**src/rtl/scale_pkg.sv**
```systemverilog
// Shared types and constants for the scale_pipe integer pixel scaler.
package scale_pkg;

  localparam int HCOUNT_W = 11;
  localparam int VCOUNT_W = 10;

  typedef enum logic [1:0] {
    SCALE_1X = 2'd0,
    SCALE_2X = 2'd1,
    SCALE_3X = 2'd2,
    SCALE_4X = 2'd3
  } scale_e;

  // Input-to-output latency: address register, rd_lat read cycles, output register.
  function automatic int LAT(input int rd_lat);
    return rd_lat + 2;
  endfunction

endpackage

```
**src/rtl/pixel_delay.sv**
```systemverilog
// Fixed-depth shift register with synchronous flush; aligns raster side-band
// information with frame-buffer read data.
module pixel_delay
  import scale_pkg::*;
#(
  parameter int WIDTH = 1,
  parameter int DEPTH = 1
) (
  input  logic             clk_in,
  input  logic             rst_in,
  input  logic [WIDTH-1:0] data_in,
  output logic [WIDTH-1:0] data_out
);

  logic [WIDTH-1:0] stage_d [DEPTH];
  logic [WIDTH-1:0] stage_q [DEPTH];

  // Next contents of every stage.
  always_comb begin
    stage_d[0] = data_in;
    for (int i = 1; i < DEPTH; i++) begin
      stage_d[i] = stage_q[i-1];
    end
  end

  // Stage registers, flushed by reset.
  always_ff @(posedge clk_in) begin
    if (rst_in) begin
      for (int i = 0; i < DEPTH; i++) begin
        stage_q[i] <= '0;
      end
    end else begin
      stage_q <= stage_d;
    end
  end

  assign data_out = stage_q[DEPTH-1];

endmodule

```
**src/rtl/scale_pipe.sv**
```systemverilog
// Integer 1x..4x nearest-neighbour scaler: turns the raster position into frame-buffer
// read addresses and aligns returned pixels. Build macro SCALE_BORDER_EN paints the outer source ring.
module scale_pipe
  import scale_pkg::*;
#(
  parameter int               SRC_W        = 240,
  parameter int               SRC_H        = 320,
  parameter int               PIX_W        = 16,
  parameter int               RD_LAT       = 2,
  parameter logic [PIX_W-1:0] BORDER_COLOR = 16'hFFFF,
  localparam int              ADDR_W       = $clog2(SRC_W * SRC_H)
) (
  input  logic                clk_in,
  input  logic                rst_in,
  input  logic [1:0]          scale_in,
  input  logic [HCOUNT_W-1:0] hcount_in,
  input  logic [VCOUNT_W-1:0] vcount_in,
  output logic [ADDR_W-1:0]   addr_out,
  input  logic [PIX_W-1:0]    frame_buff_in,
  output logic [PIX_W-1:0]    pixel_out,
  output logic                valid_out,
  output logic [HCOUNT_W-1:0] hcount_out,
  output logic [VCOUNT_W-1:0] vcount_out
);

  localparam int                SX_W     = $clog2(SRC_W + 1);
  localparam int                SY_W     = $clog2(SRC_H + 1);
  localparam logic [SX_W-1:0]   SX_END   = SX_W'(SRC_W);
  localparam logic [SY_W-1:0]   SY_END   = SY_W'(SRC_H);
  localparam logic [ADDR_W-1:0] ROW_STEP = ADDR_W'(SRC_W);
  localparam int                PIPE_LAT = LAT(RD_LAT);
`ifdef SCALE_BORDER_EN
  localparam logic [SX_W-1:0]   SX_LAST  = SX_W'(SRC_W - 1);
  localparam logic [SY_W-1:0]   SY_LAST  = SY_W'(SRC_H - 1);
  localparam int                TAG_W    = 2 + HCOUNT_W + VCOUNT_W;
`else
  localparam int                TAG_W    = 1 + HCOUNT_W + VCOUNT_W;
`endif

  scale_e              scale_q, scale_d;
  logic                est_q, est_d;
  logic [1:0]          x_rep_q, x_rep_d, y_rep_q, y_rep_d;
  logic [SX_W-1:0]     src_x_q, src_x_d;
  logic [SY_W-1:0]     src_y_q, src_y_d;
  logic [ADDR_W-1:0]   row_base_q, row_base_d, addr_q, addr_d;
  logic [PIX_W-1:0]    pixel_q, pixel_d;
  logic                valid_q, valid_d, win_dly_s;
  logic [HCOUNT_W-1:0] hcount_q, hcount_d;
  logic [VCOUNT_W-1:0] vcount_q, vcount_d;
  logic                line_start_s, frame_start_s, in_win_s;
  logic [TAG_W-1:0]    tag_in_s, tag_out_s;

  assign line_start_s  = (hcount_in == '0);
  assign frame_start_s = line_start_s && (vcount_in == '0);

  // Raster-to-source counters; *_d is the source position of the current input cycle.
  always_comb begin
    scale_d    = scale_q;
    est_d      = est_q;
    x_rep_d    = x_rep_q;
    src_x_d    = src_x_q;
    y_rep_d    = y_rep_q;
    src_y_d    = src_y_q;
    row_base_d = row_base_q;
    if (frame_start_s) begin
      scale_d    = scale_e'(scale_in);
      est_d      = 1'b1;
      x_rep_d    = 2'd0;
      src_x_d    = '0;
      y_rep_d    = 2'd0;
      src_y_d    = '0;
      row_base_d = '0;
    end else if (line_start_s) begin
      x_rep_d = 2'd0;
      src_x_d = '0;
      if (y_rep_q == scale_q) begin
        y_rep_d = 2'd0;
        if (src_y_q != SY_END) begin
          src_y_d    = src_y_q + SY_W'(1);
          row_base_d = row_base_q + ROW_STEP;
        end else begin
          src_y_d    = src_y_q;
          row_base_d = row_base_q;
        end
      end else begin
        y_rep_d = y_rep_q + 2'd1;
      end
    end else begin
      if (x_rep_q == scale_q) begin
        x_rep_d = 2'd0;
        if (src_x_q != SX_END) begin
          src_x_d = src_x_q + SX_W'(1);
        end else begin
          src_x_d = src_x_q;
        end
      end else begin
        x_rep_d = x_rep_q + 2'd1;
      end
    end
  end

  // est_d gates the window so a mid-frame reset stays dark until the next frame start.
  assign in_win_s = est_d && (src_x_d < SX_END) && (src_y_d < SY_END);
  assign addr_d   = in_win_s ? (row_base_d + ADDR_W'(src_x_d)) : '0;

`ifdef SCALE_BORDER_EN
  logic border_s;
  assign border_s = (src_x_d == '0) || (src_x_d == SX_LAST) ||
                    (src_y_d == '0) || (src_y_d == SY_LAST);
  assign tag_in_s = {in_win_s, border_s, hcount_in, vcount_in};
`else
  assign tag_in_s = {in_win_s, hcount_in, vcount_in};
`endif

  pixel_delay #(
    .WIDTH (TAG_W),
    .DEPTH (PIPE_LAT - 1)
  ) u_pixel_delay (
    .clk_in   (clk_in),
    .rst_in   (rst_in),
    .data_in  (tag_in_s),
    .data_out (tag_out_s)
  );

  // Output stage: select read data, border colour or black.
  always_comb begin
    win_dly_s = tag_out_s[TAG_W-1];
    valid_d   = win_dly_s;
    hcount_d  = tag_out_s[VCOUNT_W +: HCOUNT_W];
    vcount_d  = tag_out_s[VCOUNT_W-1:0];
`ifdef SCALE_BORDER_EN
    if (!win_dly_s) begin
      pixel_d = '0;
    end else if (tag_out_s[TAG_W-2]) begin
      pixel_d = BORDER_COLOR;
    end else begin
      pixel_d = frame_buff_in;
    end
`else
    if (win_dly_s) begin
      pixel_d = frame_buff_in;
    end else begin
      pixel_d = '0;
    end
`endif
  end

  // State and output registers.
  always_ff @(posedge clk_in) begin
    if (rst_in) begin
      scale_q    <= SCALE_1X;
      est_q      <= 1'b0;
      x_rep_q    <= 2'd0;
      src_x_q    <= '0;
      y_rep_q    <= 2'd0;
      src_y_q    <= '0;
      row_base_q <= '0;
      addr_q     <= '0;
      pixel_q    <= '0;
      valid_q    <= 1'b0;
      hcount_q   <= '0;
      vcount_q   <= '0;
    end else begin
      scale_q    <= scale_d;
      est_q      <= est_d;
      x_rep_q    <= x_rep_d;
      src_x_q    <= src_x_d;
      y_rep_q    <= y_rep_d;
      src_y_q    <= src_y_d;
      row_base_q <= row_base_d;
      addr_q     <= addr_d;
      pixel_q    <= pixel_d;
      valid_q    <= valid_d;
      hcount_q   <= hcount_d;
      vcount_q   <= vcount_d;
    end
  end

  assign addr_out   = addr_q;
  assign pixel_out  = pixel_q;
  assign valid_out  = valid_q;
  assign hcount_out = hcount_q;
  assign vcount_out = vcount_q;

endmodule

```
**config.mk**
```make
export PLATFORM = sky130hd
export DESIGN_NAME = scale_pipe
export DESIGN_NICKNAME = d
export VERILOG_FILES = /design/src/rtl/scale_pkg.sv /design/src/rtl/pixel_delay.sv /design/src/rtl/scale_pipe.sv
export SDC_FILE = /design/constraint.sdc
export NUM_CORES = 1
export LEC_CHECK = 0
export BUFFER_PORTS_ARGS = -buffer_cell sky130_fd_sc_hd__buf_2
export CAP_MARGIN = 40
export CELL_PAD_IN_SITES_DETAIL_PLACEMENT = 0
export CELL_PAD_IN_SITES_GLOBAL_PLACEMENT = 1
export CORE_MARGIN = 5
export CORE_UTILIZATION = 46
export CTS_CLUSTER_DIAMETER = 40
export DETAILED_ROUTE_END_ITERATION = 6
export PLACE_DENSITY = 0.81
export SLEW_MARGIN = 25
export SYNTH_ARGS = -nofsm -noshare
export SYNTH_HDL_FRONTEND = slang
export SYNTH_SLANG_ARGS = --single-unit
```
**constraint.sdc**
```tcl
create_clock -name clk_in -period 5.2 [get_ports clk_in]
set_input_delay 0.52 -clock clk_in [delete_from_list [all_inputs] [get_ports clk_in]]
set_output_delay 0.52 -clock clk_in [all_outputs]
set_load 0.05 [all_outputs]
```
# After elaboration in Yosys (flattened, before gate mapping)
# Index checks and enable logic that the tools add are counted.
[word_totals]
latch_bits = 0
output_inout_bits = 55
register_bits = 162
ram_bits = 0
n_memories = 0
inputBits = 41
rom_bits = 0
[op_classes]
order_cmp = 2
n_eq_ne = 4
n_mul = 0
n_div = 0
shift = 0
n_bitwise = 2
muxes = 14
n_reduce_logical = 9
add_sub_neg = 6
[op_table]
columns = ["cell", "n"]
rows = [
  ["17-bit 2-to-1 mux", 4],
  ["9-bit 2-to-1 mux", 4],
  ["8-bit 2-to-1 mux", 4],
  ["17-bit by 8-bit adder with 17-bit output", 1],
  ["17-bit by 8-bit adder with 17-bit output (second input constant)", 1],
  ["11-bit logical NOT", 1],
  ["10-bit logical NOT", 1],
  ["9-bit by 1-bit adder with 9-bit output (second input constant)", 1],
  ["9-bit < comparator (second input constant)", 1],
  ["9-bit inequality test (second input constant)", 1],
  ["8-bit by 1-bit adder with 8-bit output (second input constant)", 1],
  ["8-bit < comparator (second input constant)", 1],
  ["8-bit inequality test (second input constant)", 1],
  ["2-bit OR reduction", 3],
  ["2-bit by 1-bit adder with 2-bit output (second input constant)", 2],
  ["2-bit equality test", 2],
  ["4-bit OR reduction", 1],
  ["1-bit logical AND", 3],
  ["2-bit 2-to-1 mux", 1],
  ["1-bit NOT", 2],
  ["1-bit 2-to-1 mux", 1],
]

# Longest topological paths before layout
[logic_depth]
word_depth = 10
depth_mapped = 16
ltp_nobuf = 16

# Cells and area by module
# From an unflattened synthesis, not the netlist that was laid out.
[hier_totals]
cells_unflattened = 578
hier_area_um2 = 5970.7
[by_module_without_submodules]
columns = ["mod", "instances", "cells_each", "area_each_um2"]
rows = [
  ["scale_pipe", 1, 439, 4174.0],
  ["pixel_delay", 1, 139, 1796.7],
]

# Least setup slack after synthesis
# No wires, ideal clock.
[synth_timing]
path_kind = "input -> register"
start = "input hcount_in[1]"
end = "register addr_q[9] (netlist: addr_out[9])"
arrival_time_ps = 3404
path_stages = 14
slack_ps = 1726
setup_ps = 70
required_ps = 5130
cell_sequence = "nor4_1 and3_1 buf_2 buf_2 nand3_1 or4_1 xor2_1 nor2_1 ha_1 inv_1 o21ba_2 clkbuf_1 or4_1 a21oi_1"
[synth_via]
elab_cells_between_ends = 16
[synth_lines]
columns = ["item", "line", "text"]
rows = [
  ["from (decl)", "scale_pipe.sv:16", "input logic [HCOUNT_W-1:0] hcount_in,"],
  ["11-bit logical NOT *", "scale_pipe.sv:53", "assign line_start_s = (hcount_in == '0);"],
  ["17-bit 2-to-1 mux or 1-bit logical AND (tied branches)", "scale_pipe.sv:73, scale_pipe.sv:54", ""],
  ["17-bit 2-to-1 mux *", "scale_pipe.sv:65", "if (frame_start_s) begin"],
  ["via row_base_d[7]", "scale_pipe.sv:45", "logic [ADDR_W-1:0] row_base_q, row_base_d, addr_q, addr_d;"],
  ["17-bit by 8-bit adder with 17-bit output *", "scale_pipe.sv:104", "assign addr_d = in_win_s ? (row_base_d + ADDR_W'(src_x_d)) : '0;"],
  ["to (signal assigned)", "scale_pipe.sv:171", "addr_q <= addr_d;"],
  ["to (decl)", "scale_pipe.sv:45", ""],
]
# The timed path passes the listed nets; every way through them passes the cells marked *.
# A chain may end at the register's enable or synchronous reset.

# Final worst setup path
[layout_timing]
start = "register scale_q[1]"
end = "register addr_q[12] (netlist: addr_out[12])"
[layout_via]
elab_chain_len = 9
elab_cells_between_ends = 18
[layout_lines]
columns = ["item", "line", "text"]
rows = [
  ["from (decl)", "scale_pipe.sv:40", "scale_e scale_q, scale_d;"],
  ["from (signal assigned)", "scale_pipe.sv:164", "scale_q <= scale_d;"],
  ["2-bit equality test *", "scale_pipe.sv:89", "if (x_rep_q == scale_q) begin"],
  ["8-bit 2-to-1 mux *", "scale_pipe.sv:89", ""],
  ["8-bit 2-to-1 mux *", "scale_pipe.sv:73", "end else if (line_start_s) begin"],
  ["8-bit 2-to-1 mux *", "scale_pipe.sv:65", ""],
  ["via src_x_d[0]", "scale_pipe.sv:43", "logic [SX_W-1:0] src_x_q, src_x_d;"],
  ["8-bit < comparator", "scale_pipe.sv:103", "assign in_win_s = est_d && (src_x_d < SX_END) && (src_y_d < SY_END);"],
  ["1-bit logical AND (2 in series)", "scale_pipe.sv:103", ""],
  ["1-bit NOT (no line)", "-", ""],
  ["2-bit OR reduction (no line)", "-", ""],
]
# Marks and branches as above.

==> results.toml <==
[run_status]
outcome = "completed"

[sta]
period_minus_slack_ps = 3440
setup_viol = 0
fin_crit_sh_pct = 66.1
hold_viol = 0
fmax_ghz = 0.291
finalSetupTns_ps = 0
rsz0062_at_grt = "no"
skew_ps = 6.71
slew_violations = 0
max_slew_margin_pct = 50.6
worst_slew_pin_slew_ps = 740
hold_slack_ps = 293

[setup_path]
start_kind = "register"
arrival_ps = 3770
crit_type = "reg -> reg"
end_kind = "register"
required_ps = 5540
cp_max_fo = 8

[global_route]
grt_pass1_vias = 3956
grt-ovfl-total = 0
grt_max_degree = 76
grt_usage_pct = 15.4
antenna_found_initial = 0
grt_pass1_wl_um = 18300

[power]
leakage_nw = 3.00
power_density_mw_per_mm2 = 350
finalPower_mw = 2.50
peakVddDrop_mv = 0.187

[detailed_routing]
wl_met1_um = 4970
dr_wl_met3_um = 704
routedWlPerCell_um = 13.2
firstDrtPassIters = 4
ant_nets = 0
drc = 0
vias = 4236
wl_um = 11400
maxUsedRoutingLayer = "met4"
met2_length_um = 5520
vias_per_cell = 4.90
initialDrtViolationCount = 215

[die]
die_w_um = 124
rows = 41
start_util_pct = 47.1
dieArea_mm2 = 0.0153
num_io_pins = 96
die_height_um = 124
coreArea_mm2 = 0.0126

[synth]
yosys.area_share.simple_pct = 26.7
ys_async_sr_fraction_pct = 0
synth_compound_area_share_pct = 7.26
synth_flop_cell = "dfxtp_1"
ys_top_cells_by_area = "dfxtp_1 (55%), nor2b_1 (9.7%), xnor2_1 (2.8%)"
synth_fp_nets = 643
synth_top_area_cell = "dfxtp_1"
synth_top_area_share_pct = 54.6
netlist_area_mm2 = 0.00594
synth_edf_count = 0
synth_cells = 589
synth_warnings = 0
ys_seq_area_share_pct = 54.6
yosysMostFrequentCell = "dfxtp_1"
synthAdderAreaFrac_pct = 2.86
synth_cell_types = 55
synth.mux.area_fraction_pct = 1.01
syn_avg_cell_area_um2 = 10.1
synth_xor_area_share_pct = 4.72
synth_top_family_by_area = "simple AND/OR/NAND/NOR gates"
synth_seq_cells = 162
ys_top_cells_by_count = "dfxtp_1 (162), nor2b_1 (92), nor2_1 (41)"

[layout]
instances_no_fill = 865
fin_nets = 734
drive_above_1_share_pct = 21.6
fin_util_pct = 56.6
area_growth_pct = 20.1
nFillCells = 1166
insertedDiodeCount = 0

[clocking]
cts_resized = 0
path_clk_slew_ps = 60
cts_root_buf = "clkbuf_16"
clock_path_buffers = 2
post_cts_buffers = 0
clock_latency_ps = 420
hold_buffers = 0
htree_num_levels = 4
cts_tree = "done"
cts-buffers-inserted = 17
cts.sinks = 162

[min_path]
holdCritPathClass = "in -> reg"

[placement]
place.gp.congestion = 0.828
post-dp-hpwl_um = 8140
placedCellCount = 833
io_buffer_count = 95

[flow_run]
drv_cap = 0
-- registers in the layout, summed over array words and instances, names as in the netlist, 9 cells and up --
register                flops
vcount_out                 10
addr_out                   17
pixel_out                  16
row_base_q                 17
u_pixel_delay.stage_d      44
hcount_out                 11
u_pixel_delay.data_out     22
src_y_q                     9
-- worst paths after layout --
check | cells past startpoint | endpoint | slack (ps) | from
max | 15 | addr_out[12] | 1760 | scale_q[1]
max reg2reg | 15 | addr_out[12] | 1760 | scale_q[1]
min reg2reg | 1 | u_pixel_delay.stage_d[0] | 430 | u_pixel_delay.stage_d[22]
min | 2 | est_q | 290 | rst_in
-- stage by stage --
stage / area, µm² / worst slack [ps]
6_report: 7140 / 1760
5_1_grt: 7140 / 1500
4_1_cts: 7140 / 1760
3_5_place_dp: 6580 / 1390
3_3_place_gp: 6560 / 1520
2_1_floorplan: 5940 / 1730
-- worst max-delay path, stage by stage (launching register included) --
cell	delay [ps]
dfxtp_1	350
xor2_1	210
nor2_1	380
o41a_1	280
xnor2_1	100
nor2_1	140
ha_1	180
inv_1	60
fa_1	390
nor2b_1	160
o21ai_0	100
nand2b_1	120
a21o_1	160
a21oi_2	120
or4_1	440
a21oi_1	150
-- cell families (layout without fill, tap and decap cells) --
family / count (synthesis) / in the layout
mux: 6 / 6
buf+inv: 43 / 147
simple gates: 278 / 278
xor+xnor: 32 / 32
compound gates: 55 / 55
flops: 162 / 162
fa+ha+maj: 13 / 13
-- layout by cell type (no fill, tap or decap), types with 4 or more instances in the layout --
| cell type | netlist | final |
|---|---|---|
| dfxtp_1 | 162 | 162 |
| buf_2 | 7 | 94 |
| nor2b_1 | 92 | 92 |
| nor2_1 | 41 | 41 |
| nand2_1 | 24 | 24 |
| and2_1 | 24 | 24 |
| nor3_1 | 21 | 21 |
| xnor2_1 | 19 | 19 |
| nand3_1 | 18 | 18 |
| clkbuf_16 | 0 | 17 |
| nor4_1 | 16 | 16 |
| inv_1 | 14 | 14 |
| a21oi_1 | 14 | 14 |
| xor2_1 | 13 | 13 |
| ha_1 | 12 | 12 |
| mux2i_1 | 6 | 6 |
| nand4_1 | 6 | 6 |
| or4_1 | 6 | 6 |
| buf_4 | 0 | 6 |
| o21ai_0 | 5 | 5 |
| inv_6 | 0 | 5 |
| clkinv_4 | 0 | 5 |
| and3_1 | 4 | 4 |
| or2_2 | 4 | 4 |
| o31ai_1 | 4 | 4 |
| a21o_1 | 4 | 4 |
| o21a_1 | 4 | 4 |
-- area by class of cell --
type	count	area, µm²	area share [%]
Sequential cell	162	3240	45.4
Multi-Input combinational cell	384	2530	35.4
Timing Repair Buffer	101	543	7.61
Clock buffer	20	457	6.40
Tap cell	172	215	3.02
Clock inverter	12	97.6	1.37
Inverter	14	52.6	0.736
-- report_power, final --
part / switching [mW] / total, mW / internal (mW) / leakage (nW)
clock: 0.502 / 1.15 / 0.645 / 0.276
sequential: 0.00630 / 1.27 / 1.26 / 1.32
combinational: 0.0451 / 0.0798 / 0.0347 / 1.41
total: 0.554 / 2.50 / 1.94 / 3.00
-- per-layer routing --
metal | up-vias | global-route usage, %
met5 | - | 0
met2 | 100 | 25.5
met3 | 22 | 4.45
met1 | 1955 | 18.3
li1 | 2159 | -
met4 | 0 | 7.82
No activity file was read; power rests on OpenSTA's default activity.
